==> src/rtl/pipeline_ctrl.sv <==
// rtl/pipeline_ctrl.sv - central sequencer for the 5-stage pipeline
// Prioritised hazard resolution, halt state and saturating stall/flush counters.
module pipeline_ctrl #(
    parameter int CNT_W = 16
) (
    input  logic             CLK,
    input  logic             nRST,
    input  logic             ihit,
    input  logic             dhit,
    input  logic             memcuDRE,
    input  logic             memcuDWE,
    input  logic             memcuHALT,
    input  logic             exMemToReg,
    input  logic             exWEN,
    input  logic [4:0]       exwsel,
    input  logic [4:0]       idrs,
    input  logic [4:0]       idrt,
    input  logic             exBranchTaken,
    input  logic             exJump,
    output logic             pcW,
    output logic             ifidW,
    output logic             idexW,
    output logic             exmemW,
    output logic             memwbW,
    output logic             ifidRST,
    output logic             idexRST,
    output logic             exmemRST,
    output logic             memwbRST,
    output logic             halt,
    output logic [CNT_W-1:0] stall_cnt,
    output logic [CNT_W-1:0] flush_cnt
);

    typedef enum logic {
        RUN    = 1'b0,
        HALTED = 1'b1
    } state_t;

    state_t state, nextState;
    logic   dstall, loadUse, redir;
    logic   countStall, countFlush;

    assign dstall  = (memcuDRE | memcuDWE) & ~dhit;
    assign loadUse = exMemToReg & exWEN & (exwsel != 5'd0) &
                     ((exwsel == idrs) | (exwsel == idrt));
    assign redir   = exBranchTaken | exJump;

    always_ff @(posedge CLK or negedge nRST) begin
        if (!nRST) begin
            state <= RUN;
        end else begin
            state <= nextState;
        end
    end

    assign halt = (state == HALTED);

    always_comb begin
        nextState  = state;
        pcW        = 1'b0;
        ifidW      = 1'b0;
        idexW      = 1'b0;
        exmemW     = 1'b0;
        memwbW     = 1'b0;
        ifidRST    = 1'b0;
        idexRST    = 1'b0;
        exmemRST   = 1'b0;
        memwbRST   = 1'b0;
        countStall = 1'b0;
        countFlush = 1'b0;
        if (!nRST) begin
            // Held in reset: every stage register keeps loading bubbles.
            ifidRST  = 1'b1;
            idexRST  = 1'b1;
            exmemRST = 1'b1;
            memwbRST = 1'b1;
        end else if (state == RUN) begin
            if (dstall) begin
                countStall = 1'b1;
            end else if (memcuHALT) begin
                // Let the instruction ahead of HALT retire, then stop.
                memwbW    = 1'b1;
                exmemW    = 1'b1;
                exmemRST  = 1'b1;
                nextState = HALTED;
            end else if (redir) begin
                if (ihit) begin
                    pcW        = 1'b1;
                    ifidW      = 1'b1;
                    idexW      = 1'b1;
                    exmemW     = 1'b1;
                    memwbW     = 1'b1;
                    ifidRST    = 1'b1;
                    idexRST    = 1'b1;
                    countFlush = 1'b1;
                end else begin
                    countStall = 1'b1;
                end
            end else if (loadUse) begin
                idexW      = 1'b1;
                idexRST    = 1'b1;
                exmemW     = 1'b1;
                memwbW     = 1'b1;
                countStall = 1'b1;
            end else if (!ihit) begin
                ifidW      = 1'b1;
                ifidRST    = 1'b1;
                idexW      = 1'b1;
                exmemW     = 1'b1;
                memwbW     = 1'b1;
                countStall = 1'b1;
            end else begin
                pcW    = 1'b1;
                ifidW  = 1'b1;
                idexW  = 1'b1;
                exmemW = 1'b1;
                memwbW = 1'b1;
            end
        end
    end

    always_ff @(posedge CLK or negedge nRST) begin
        if (!nRST) begin
            stall_cnt <= '0;
            flush_cnt <= '0;
        end else begin
            if (countStall && (stall_cnt != '1)) begin
                stall_cnt <= stall_cnt + CNT_W'(1);
            end
            if (countFlush && (flush_cnt != '1)) begin
                flush_cnt <= flush_cnt + CNT_W'(1);
            end
        end
    end

endmodule

==> config.mk <==
export PLATFORM = sky130hd
export DESIGN_NAME = pipeline_ctrl
export DESIGN_NICKNAME = d
export VERILOG_FILES = /design/src/rtl/pipeline_ctrl.sv
export SDC_FILE = /design/constraint.sdc
export NUM_CORES = 1
export LEC_CHECK = 0
export BUFFER_PORTS_ARGS = -buffer_cell sky130_fd_sc_hd__buf_2
export CAP_MARGIN = 20
export CORE_ASPECT_RATIO = 0.5
export CORE_MARGIN = 1.5
export CORE_UTILIZATION = 55
export CTS_BUF_LIST = sky130_fd_sc_hd__clkbuf_4
export DETAILED_ROUTE_END_ITERATION = 10
export HOLD_SLACK_MARGIN = 0.05
export PLACE_DENSITY_LB_ADDON = 0.05
export SYNTH_ARGS = -nofsm -noshare
export SYNTH_HDL_FRONTEND = slang
export SYNTH_SLANG_ARGS = --single-unit
==> constraint.sdc <==
create_clock -name CLK -period 3.7 [get_ports CLK]
set_input_delay 0.185 -clock CLK [delete_from_list [all_inputs] [get_ports CLK]]
set_output_delay 0.185 -clock CLK [all_outputs]
set_load 0.1 [all_outputs]
# [After elaboration in Yosys (flattened, before gate mapping)]
# Cells that the tools add are included.
[totals] regBits=33 in_bits=26 output_inout_bits=42 elab_cells=72
[op_classes] add_sub_neg=2 n_eq_ne=4 muxes=52 bitwise_logic=8 n_reduce_logical=3
[op_table] operator="1-bit 2-to-1 mux" n=52
[op_table] operator="16-bit by 1-bit adder with 16-bit output, second input constant" n=2
[op_table] operator="16-bit inequality test, second input constant" n=2
[op_table] operator="5-bit equality test" n=2
[op_table] operator="5-bit nonzero test" n=1
[op_table] operator="1-bit bitwise AND" n=4
[op_table] operator="1-bit bitwise OR" n=3
[op_table] operator="1-bit logical AND" n=2
[op_table] operator="1-bit NOT" n=1

# [Depth between registers and ports, before layout]
# Gate-level depths: netlist (run 1).
[depth] word_depth=10 depth_mapped=7 depth_no_buf=6

# [Least setup slack after synthesis (run 1)]
# Ideal clock, no wire load.
[synth_timing] path_type="reg-to-output" from="register state (netlist: halt)" to="output port pcW" arrival_time_ns=3.459 required_ns=3.515 slack_ns=0.056 path_stages_with_launch=4 path_buffers=0 path_cell_list="dfrtp_1 nor3_1 nand2_1 nor3b_1"
[synth_via] elab_chain_cells=2
[synth_rtl] item="start: declaration" line_no="39" source="state_t state, nextState;"
[synth_rtl] item="start signal: assignment" line_no="52" source="state <= nextState;"
[synth_rtl] item="1-bit 2-to-1 mux" line_no="77" source="end else if (state == RUN) begin"
[synth_rtl] item="1-bit 2-to-1 mux" line_no="71" source="if (!nRST) begin"
[synth_rtl] item="end: declaration" line_no="20" source="output logic pcW,"
# Every way passes these cells.

# [Final worst setup path (run 1)]
[layout_timing] from="register flush_cnt[3]" to="register flush_cnt[1]"
[layout_via] elab_chain_cells=2
[layout_rtl] item="start: declaration" line_no="31" source="output logic [CNT_W-1:0] flush_cnt"
[layout_rtl] item="start signal: assignment" line_no="131" source="flush_cnt <= flush_cnt + CNT_W'(1);"
[layout_rtl] item="16-bit inequality test" line_no="130" source="if (countFlush && (flush_cnt != '1)) begin"
[layout_rtl] item="1-bit logical AND" line_no="130"
# Every way passes these cells.
# A chain may end at the register's enable or synchronous reset.

==> results of run 1 <==
## cell usage in the layout (no fill, tap or decap), types with 2 or more instances in the layout
| cell | netlist | routed |
|---|---|---|
| buf_2 | 0 | 67 |
| xor2_1 | 33 | 33 |
| dfrtp_1 | 33 | 33 |
| nand2_1 | 24 | 24 |
| nor2_1 | 19 | 19 |
| nor3_1 | 18 | 18 |
| nand3_1 | 13 | 13 |
| xnor2_1 | 6 | 6 |
| nor4_1 | 5 | 5 |
| clkbuf_4 | 0 | 5 |
| inv_1 | 4 | 4 |
| nor3b_1 | 2 | 2 |
| and3_2 | 2 | 2 |
| nor4b_1 | 2 | 2 |
| ha_1 | 2 | 2 |
## per-layer routing
metal	wire, um	vias to the layer above	GRT usage (%)	part of all wire (%)
li1	-	807	-	-
met1	1820	764	27.2	45
met2	1800	61	36.0	44
met3	300	18	7.28	7.4
met4	133	0	13.4	3.3
met5	0	-	0	0
## power by group
group | internal (mW) | leakage [nW] | switching, mW | total, mW
Clock | 0.143 | 0.0414 | 0.143 | 0.286
Sequential | 0.387 | 0.431 | 0.0367 | 0.423
Combinational | 0.0642 | 0.728 | 0.270 | 0.334
## critical path: stages, from the launching register on
cell and delay (ns):
dfrtp_1 0.45, nand3_1 0.15, or2_1 0.28, or3_4 0.41, o21bai_2 0.39, mux2_2 0.39
## per-stage QoR
stage               util (%)  power (mW)  instance area, um2  std cells
CTS                     74.6        1.05                2310        306
floorplan                  -       0.690                1850        192
global route            74.6        1.08                2310        306
finish                  74.6        1.04                2310        306
detailed placement      71.6       0.766                2220        297
global placement        71.6       0.761                2220        297
## synthesized netlist by cell type
cell	n	area, um2
dfrtp_1	33	826
xor2_1	33	289
nand2_1	24	90.1
nor2_1	19	71.3
nor3_1	18	90.1
nand3_1	13	65.1
xnor2_1	6	52.6
nor4_1	5	31.3
inv_1	4	15.0
and3_2	2	15.0
buf_4	2	15.0
ha_1	2	25.0
nor3b_1	2	15.0
nor4b_1	2	17.5
a211oi_1	1	7.51
a21o_2	1	8.76
a21oi_1	1	5.00
a22oi_1	1	7.51
a31o_2	1	8.76
and2_2	1	7.51
and3_1	1	6.26
and4_2	1	10.0
buf_6	1	11.3
mux2_2	1	11.3
mux2_4	1	15.0
nand2b_1	1	6.26
nand4_1	1	6.26
nor2_2	1	6.26
nor2b_1	1	6.26
o2111ai_2	1	15.0
o21a_1	1	7.51
o21a_4	1	15.0
o21ai_0	1	5.00
o21bai_1	1	7.51
o21bai_2	1	11.3
o221ai_1	1	8.76
o311a_1	1	10.0
or2_1	1	6.26
or3_1	1	6.26
or3_4	1	11.3
or4_1	1	7.51
## how the worst min path moves through the flow
stage               startpoint           end  slack (ns)  cells past startpoint
floorplan                 nRST  flush_cnt[0]       -0.11                      0
global placement          nRST  flush_cnt[9]        0.30                      2
detailed placement        nRST  flush_cnt[9]        0.29                      2
CTS                  memcuHALT          halt        0.14                      2
global route         memcuHALT          halt        0.15                      2
finish               memcuHALT          halt        0.15                      2
## logic make-up after synthesis
| family | share of synthesized area, % |
|---|---|
| muxes | 1.42 |
| xor gates and xnor gates | 18.4 |
| buffers and inverters | 2.23 |
| DFF | 44.6 |
| AOI/OAI and AO/OA | 6.35 |
| and+or+nand+nor | 25.7 |
| adders and majority gates | 1.35 |
## registers in the layout, indices dropped and copies added (netlist names)
register	cells
stall_cnt	16
flush_cnt	16
halt	1
## final cells by class
| class | count | area, um2 |
|---|---|---|
| tap | 40 | 50.0 |
| timing repair buffer | 69 | 353 |
| fill | 221 | 787 |
| sequential | 33 | 826 |
| clock inverter | 3 | 46.3 |
| clock buffer | 5 | 37.5 |
| multi-input combinational | 152 | 986 |
| inverter | 4 | 15.0 |
==> qor.csv, run 1 <==
stage,metric,value,unit
place,count of input and output buffers,67,
cts,clock buffer depth,2,
sta,final worst path period share,58.6,%
grt,overall global routing resource usage,22.4,%
floorplanning,# rows,14,
floorplanning,die area,3750,um2
layout,antenna fix cells,0,
sta,Rel. slew slack,62.7,%
sta,setup ws final,1.53,ns
yosys,"Seq/Total Area, Yosys",44.6,%
cts,Root Buffer,clkbuf_4,
critical_path,R2R Path End,flush_cnt[1],
yosys,Synth warnings,0,
floorplanning,die height,44.0,um
critical_path,worst setup path endpoint,flush_cnt[1],
layout,area grow syn2layout,24.8,%
yosys,syn_area_per_cell,9.65,um2
yosys,synth unique cells,41,
sta,WHS,0.146,ns
cts,CTS Buf Count,5,
cts,# hold bufs at CTS,1,
cts,clock latency at the later pin of the worst-skew pair,0.35,ns
floorplanning,die width,85.1,um
sta,fmax,461,MHz
cts,Sink Count,33,
critical_path,reg2reg start,flush_cnt[3],
cts,postcts setup bufs,0,
sta,RSZ-0062 raised after global routing,false,
cts,CTS tree,built,
outcome,status,finished with violations,
run,max capacitance violation total,0,
place,Post-DP HPWL,3010,um
grt,initial antenna violation count,0,
power_and_ir_drop,Peak VDD IR,0.622,mV
floorplanning,# IOs,68,
sta,"Setup violations, final",0,
drt,Post-route DRC,6,
critical_path,crit-path max FO,11,
drt,vias after detailed routing,1650,
place,gpl congestion,0.863,
critical_path,critical path class,reg -> reg,
power_and_ir_drop,leak pwr,1.20,nW
critical_path,worst endpoint required time,3.95,ns
grt,first-pass GRT wire length,6270,um
sta,final hold vios,0,
critical_path,Critical path origin,flush_cnt[3],
yosys,cell area after synthesis,1850,um2
drt,Detailed Route WL,4050,um
critical_path,Worst R2R Setup Slack,1.53,ns
sta,Setup TNS,0,ns
yosys,"FF+latch count, synth",33,
cts,CTS HTree Levels,2,
grt,vias in the first global route,1432,
grt,grt total ovfl,0,
place,dpl ws,1.56,ns
outcome,violated checks,DRC,
layout,fraction of layout cells with a size suffix above 1,33.5,%
layout,Final #Nets,293,
min_path,Worst Hold Class,in -> reg,
critical_path,CP startpoint kind,register,
grt,largest net degree at the start of global routing,39,
floorplanning,Initial Utilization,59.8,%
critical_path,reg2reg path depth,5,
power_and_ir_drop,Pwr Density,451,nW/um2
drt,wire per inst,13.2,um
sta,Final Skew,0.0169,ns
yosys,Mapped Cells,192,
cts,post-CTS resize count,0,
drt,DR iter-0 viols,79,
drt,TritonRoute pass-1 iters,7,
drt,post-route ant nets,0,
sta,post-route minimum period,2.17,ns
cts,"CTS clk-pin slew, worst paths",0.12,ns
critical_path,Worst Path Arrival,2.42,ns
drt,DR vias/cell,5.39,
sta,Max Slew Vio Count,0,
critical_path,CP endpoint kind,register,
sta,Slew @ Worst Pin,0.555,ns
floorplanning,core area,3100,um2
yosys,syn nets,220,
Power figures use the tool's default switching activity.
==> inputs of run 2 (changes only) <==
--- a/config.mk
+++ b/config.mk
@@ -9,7 +9,7 @@
 export CAP_MARGIN = 20
 export CORE_ASPECT_RATIO = 0.5
 export CORE_MARGIN = 1.5
-export CORE_UTILIZATION = 55
+export CORE_UTILIZATION = 46
 export CTS_BUF_LIST = sky130_fd_sc_hd__clkbuf_4
 export DETAILED_ROUTE_END_ITERATION = 10
 export HOLD_SLACK_MARGIN = 0.05
==> constraint.sdc (replaced) <==
create_clock -name CLK -period 1.85 [get_ports CLK]
set_input_delay 0.0925 -clock CLK [delete_from_list [all_inputs] [get_ports CLK]]
set_output_delay 0.0925 -clock CLK [all_outputs]
set_load 0.1 [all_outputs]
==> run 2 against run 1 <==
- power up 91%
- critical endpoint is now pcW
- critical path type is now reg -> out
- clock-buffer cell count up 1
- register-to-register slack worse by 1.5 ns
- worst hold slack worse by 0.043 ns
- core utilization down 4.1 points
- final area up 18%
- via count up 1.5%
- clock power up 39%
- the flow now finishes without violations
- first-iteration DRC count down 53%
- non-clock buffer count up 14
- die area up 19%
- largest power group unchanged
==> qor.csv, run 2 (synthesis results as in run 1) <==
stage,metric,value,unit
power_and_ir_drop,leak pwr,1.26,nW
floorplanning,Initial Utilization,47.7,%
sta,WHS,0.103,ns
run,max capacitance violation total,0,
sta,Final Skew,0.00475,ns
cts,CTS Buf Count,5,
floorplanning,die height,47.9,um
drt,post-route ant nets,0,
critical_path,CP endpoint kind,output pin,
critical_path,worst endpoint required time,1.76,ns
layout,"commonest non-fill, non-tap cell in the layout",buf_2,
drt,wire per inst,12.8,um
critical_path,crit-path max FO,6,
drt,TritonRoute pass-1 iters,4,
grt,grt total ovfl,0,
cts,CTS HTree Levels,2,
layout,area grow syn2layout,47.8,%
drt,DR vias/cell,5.03,
cts,clock latency at the later pin of the worst-skew pair,0.34,ns
layout,"commonest non-fill, non-tap cells in the layout","buf_2, xor2_1, nand2_1",
cts,Sink Count,33,
grt,vias in the first global route,1465,
sta,post-route minimum period,1.80,ns
cts,clock buffer depth,2,
cts,"CTS clk-pin slew, worst paths",0.10,ns
sta,final worst path period share,97.5,%
drt,vias after detailed routing,1674,
layout,Final #Nets,307,
min_path,Worst Hold Class,in -> reg,
sta,Max Slew Vio Count,0,
sta,Slew @ Worst Pin,0.498,ns
place,Post-DP HPWL,3120,um
cts,CTS tree,built,
critical_path,CP startpoint kind,register,
drt,DR iter-0 viols,37,
cts,Root Buffer,clkbuf_4,
power_and_ir_drop,Peak VDD IR,1.04,mV
grt,overall global routing resource usage,19.6,%
grt,first-pass GRT wire length,6580,um
outcome,status,completed,
floorplanning,core area,3880,um2
floorplanning,# rows,16,
place,gpl congestion,0.751,
layout,fraction of layout cells with a size suffix above 1,54.5,%
floorplanning,# IOs,68,
sta,final hold vios,0,
floorplanning,die width,92.8,um
sta,"Setup violations, final",0,
grt,largest net degree at the start of global routing,34,
floorplanning,die area,4440,um2
grt,initial antenna violation count,0,
critical_path,critical path class,reg -> out,
drt,Post-route DRC,0,
layout,antenna fix cells,0,
sta,Rel. slew slack,67.0,%
critical_path,Worst Path Arrival,1.71,ns
drt,Detailed Route WL,4250,um
power_and_ir_drop,Pwr Density,728,nW/um2
layout,Util after Layout,70.5,%
sta,fmax,554,MHz
place,count of input and output buffers,67,
-- run 2: final timing paths --
check	startpoint	end	slack [ns]	cells after the start
min in group asynchronous	nRST	flush_cnt[2]	0.37	4
max reg2reg	flush_cnt[7]	flush_cnt[1]	0.06	6
max	halt	pcW	0.05	4
min reg2reg	flush_cnt[10]	flush_cnt[10]	0.48	1
min	memcuHALT	halt	0.10	2
max in group asynchronous	nRST	stall_cnt[4]	1.28	4
-- run 2: where the power goes --
part,switching [mW],internal (mW),leakage [nW]
clock,0.244,0.153,0.0292
sequential,0.0745,0.805,0.382
combinational,0.561,0.158,0.845
-- run 2: repair_timing --
action,4_1_cts,5_1_grt
endpoints found under the hold margin,33,0
setup endpoints to repair,0,12
gates resized for setup,0,4
hold buffers,2,0
setup buffers,0,1
-- run 2: cell type report --
type / instances / area [um2]
inverter: 4 / 15.0
multi-input combinational: 152 / 1140
sequential: 33 / 917
clock buffer: 6 / 45.0
fill: 321 / 1140
tap: 54 / 67.6
clock inverter: 1 / 3.75
timing repair buffer: 83 / 546
-- run 2: metal layers --
metal | global-route usage, % | share of wire, % | vias up
li1 | - | - | 834
met1 | 25.5 | 50 | 781
met3 | 5.40 | 6.3 | 7
met5 | 0 | 0 | -
met2 | 32.3 | 43 | 52
met4 | 8.18 | 1.3 | 0
-- run 2: critical path: stages (launching register included) --
cell and delay, ns:
dfrtp_4 0.53, nor3_4 0.21, nand2_2 0.15, nor3b_4 0.27, buf_12 0.20
-- run 2: per-stage QoR --
| step | cells | total power [mW] | setup WS (ns) | setup TNS [ns] | cell area (um2) |
|---|---|---|---|---|---|
| 2_1_floorplan | 192 | 1.43 | -0.187 | -1.02 | 2090 |
| 3_3_place_gp | 323 | 1.59 | 0.0345 | 0 | 2630 |
| 3_5_place_dp | 323 | 1.61 | 0.0325 | 0 | 2630 |
| 4_1_cts | 332 | 2.01 | 0.0184 | 0 | 2710 |
| 5_1_grt | 333 | 2.07 | -0.0274 | -0.0274 | 2740 |
| 6_report | 333 | 1.99 | 0.0460 | 0 | 2740 |
==> inputs of run 3 (changes only) <==
--- a/config.mk
+++ b/config.mk
@@ -9,7 +9,7 @@
 export CAP_MARGIN = 20
 export CORE_ASPECT_RATIO = 0.5
 export CORE_MARGIN = 1.5
-export CORE_UTILIZATION = 46
+export CORE_UTILIZATION = 51
 export CTS_BUF_LIST = sky130_fd_sc_hd__clkbuf_4
 export DETAILED_ROUTE_END_ITERATION = 10
 export HOLD_SLACK_MARGIN = 0.05
@@ -17,3 +17,4 @@
 export SYNTH_ARGS = -nofsm -noshare
 export SYNTH_HDL_FRONTEND = slang
 export SYNTH_SLANG_ARGS = --single-unit
+export TNS_END_PERCENT = 20
==> constraint.sdc (replaced) <==
create_clock -name CLK -period 2.05 [get_ports CLK]
set_input_delay 0.1025 -clock CLK [delete_from_list [all_inputs] [get_ports CLK]]
set_output_delay 0.1025 -clock CLK [all_outputs]
set_load 0.1 [all_outputs]
==> run 3 against run 2 <==
- sequential power is 11% lower
- clock-buffer cell count is 2 higher
- critical path type is now reg -> reg
- largest power group unchanged
- sequential share of layout area is 1.8 points higher
- highest routed layer unchanged
==> qor.csv, run 3 (synthesis results as in run 1) <==
stage,metric,value,unit
outcome,status,completed,
critical_path,crit-path cells,"and3_2, and3_2, and2_2, a21o_2, nor4_2, xor2_1",
power_and_ir_drop,Switch Pwr,779,uW
cts,clock buffer depth,2,
sta,Rel. slew slack,66.8,%
grt,largest net degree at the start of global routing,39,
cts,CTS Buf Count,5,
critical_path,Worst R2R Setup Slack,0.11,ns
floorplanning,die width,88.2,um
min_path,hold-critical path depth,2,
cts,"CTS clk-pin slew, worst paths",0.10,ns
layout,Fill cells,286,
layout,Util after Layout,72.9,%
critical_path,Levels on crit path,6,
floorplanning,# rows,15,
power_and_ir_drop,Int Power,1.02,mW
power_and_ir_drop,Tot Pwr,1.80,mW
sta,WHS,0.0995,ns
power_and_ir_drop,Switching Share,43.4,%
critical_path,CP max stage cell,dfrtp_4,
power_and_ir_drop,Peak VDD IR,0.831,mV
cts,postcts setup bufs,0,
layout,"commonest non-fill, non-tap cells in the layout","buf_2, xor2_1, nand2_1",
sta,final worst path period share,94.5,%
sta,Slew @ Worst Pin,0.501,ns
drt,WL met2,1850,um
layout,antenna fix cells,0,
drt,Detailed Route WL,4110,um
run,max capacitance violation total,0,
drt,TritonRoute pass-1 iters,4,
grt,initial antenna violation count,0,
power_and_ir_drop,Pwr Density,713,nW/um2
grt,vias in the first global route,1489,
critical_path,Worst Path Arrival,2.19,ns
power_and_ir_drop,sequential power share,43.6,%
place,gpl congestion,0.790,
drt,DR vias/cell,5.06,
critical_path,reg2reg path depth,6,
critical_path,Buf/Inv on CP,0,
layout,FF/Latch Area,888,um2
place,Post-DP HPWL,3170,um
sta,Max Slew Vio Count,0,
drt,Post-route DRC,0,
critical_path,CP startpoint kind,register,
grt,grt total ovfl,0,
cts,clock latency at the later pin of the worst-skew pair,0.33,ns
floorplanning,die height,45.6,um
layout,Final #Nets,295,
min_path,Worst Hold Class,in -> reg,
drt,M1 WL,1930,um
layout,area grow syn2layout,35.9,%
drt,DR iter-0 viols,49,
critical_path,worst endpoint required time,2.30,ns
sta,post-route minimum period,1.94,ns
drt,vias after detailed routing,1615,
layout,area of the multi-input gates,1040,um2
power_and_ir_drop,Combinational Power Share,34.9,%
critical_path,CP endpoint kind,register,
critical_path,Top delay family on crit path,simple AND/OR/NAND/NOR gates,
drt,wire per inst,12.9,um
sta,fmax,516,MHz
drt,post-route ant nets,0,
floorplanning,die area,4030,um2
sta,Final Skew,0.0121,ns
cts,Root Buffer,clkbuf_4,
drt,max layer used,met4,
sta,final hold vios,0,
floorplanning,# IOs,68,
critical_path,crit-path max FO,5,
critical_path,Most common cell on crit path,and3_2,
floorplanning,Initial Utilization,53.7,%
grt,first-pass GRT wire length,6290,um
power_and_ir_drop,Clk network pwr share,21.5,%
place,count of input and output buffers,67,
cts,Sink Count,33,
layout,"commonest non-fill, non-tap cell in the layout",buf_2,
power_and_ir_drop,leak pwr,1.18,nW
critical_path,critical path class,reg -> reg,
floorplanning,core area,3450,um2
layout,fraction of layout cells with a size suffix above 1,47.8,%
cts,CTS tree,built,
cts,CTS HTree Levels,2,
drt,met3 WL post-DR,298,um
sta,RSZ-0062 raised after global routing,false,
sta,"Setup violations, final",0,
grt,overall global routing resource usage,20.8,%
critical_path,Worst path max stage delay,0.51,ns
==> run 3: what timing repair did <==
item,4_1_cts,5_1_grt
hold buffers,1,0
hold endpoints to repair,33,0
endpoints found under the setup margin,0,2
gates resized for setup,0,1
==> run 3: worst paths after layout <==
path / from / to
max: stall_cnt[7] / stall_cnt[15]
min: memcuHALT / halt
max reg2reg: stall_cnt[7] / stall_cnt[15]
min reg2reg: flush_cnt[14] / flush_cnt[14]
max in group asynchronous: nRST / stall_cnt[9]
min in group asynchronous: nRST / stall_cnt[7]
==> run 3: metal layers <==
layer  up-vias  track usage [%]
met1       752             26.5
met5         -                0
met3         4             6.34
li1        811                -
met2        48             35.3
met4         0             5.94
==> run 3: worst reg2reg max path, delay by kind of cell, from the launching register on <==
kind	cells	cell delay (ns)
simple gates	4	0.93
flops	1	0.51
compound gates	1	0.25
xor+xnor	1	0.16
==> run 3: layout make-up <==
class | instances | area share (%)
Multi-Input combinational cell | 152 | 41.5
Tap cell | 51 | 2.53
Inverter | 4 | 0.596
Sequential cell | 33 | 35.3
Clock buffer | 8 | 2.39
Timing Repair Buffer | 71 | 17.7
==> run 3: power groups by stage <==
stage	clock, mW	combinational (mW)	sequential [mW]
2_1_floorplan	0	0.130	1.14
3_3_place_gp	0	0.613	0.791
3_5_place_dp	0	0.628	0.795
4_1_cts	0.400	0.630	0.782
5_1_grt	0.424	0.655	0.792
6_report	0.386	0.626	0.783
==> run 3: metrics by stage <==
stage | cells | area, um2 | setup TNS (ns) | setup WS (ns)
final | 319 | 2520 | 0 | 0.112
after global placement | 310 | 2440 | 0 | 0.181
after floorplan | 192 | 1980 | -0.0483 | -0.0176
after CTS | 319 | 2510 | 0 | 0.0438
after global routing | 319 | 2520 | 0 | 0.00589
after detailed placement | 310 | 2440 | 0 | 0.140
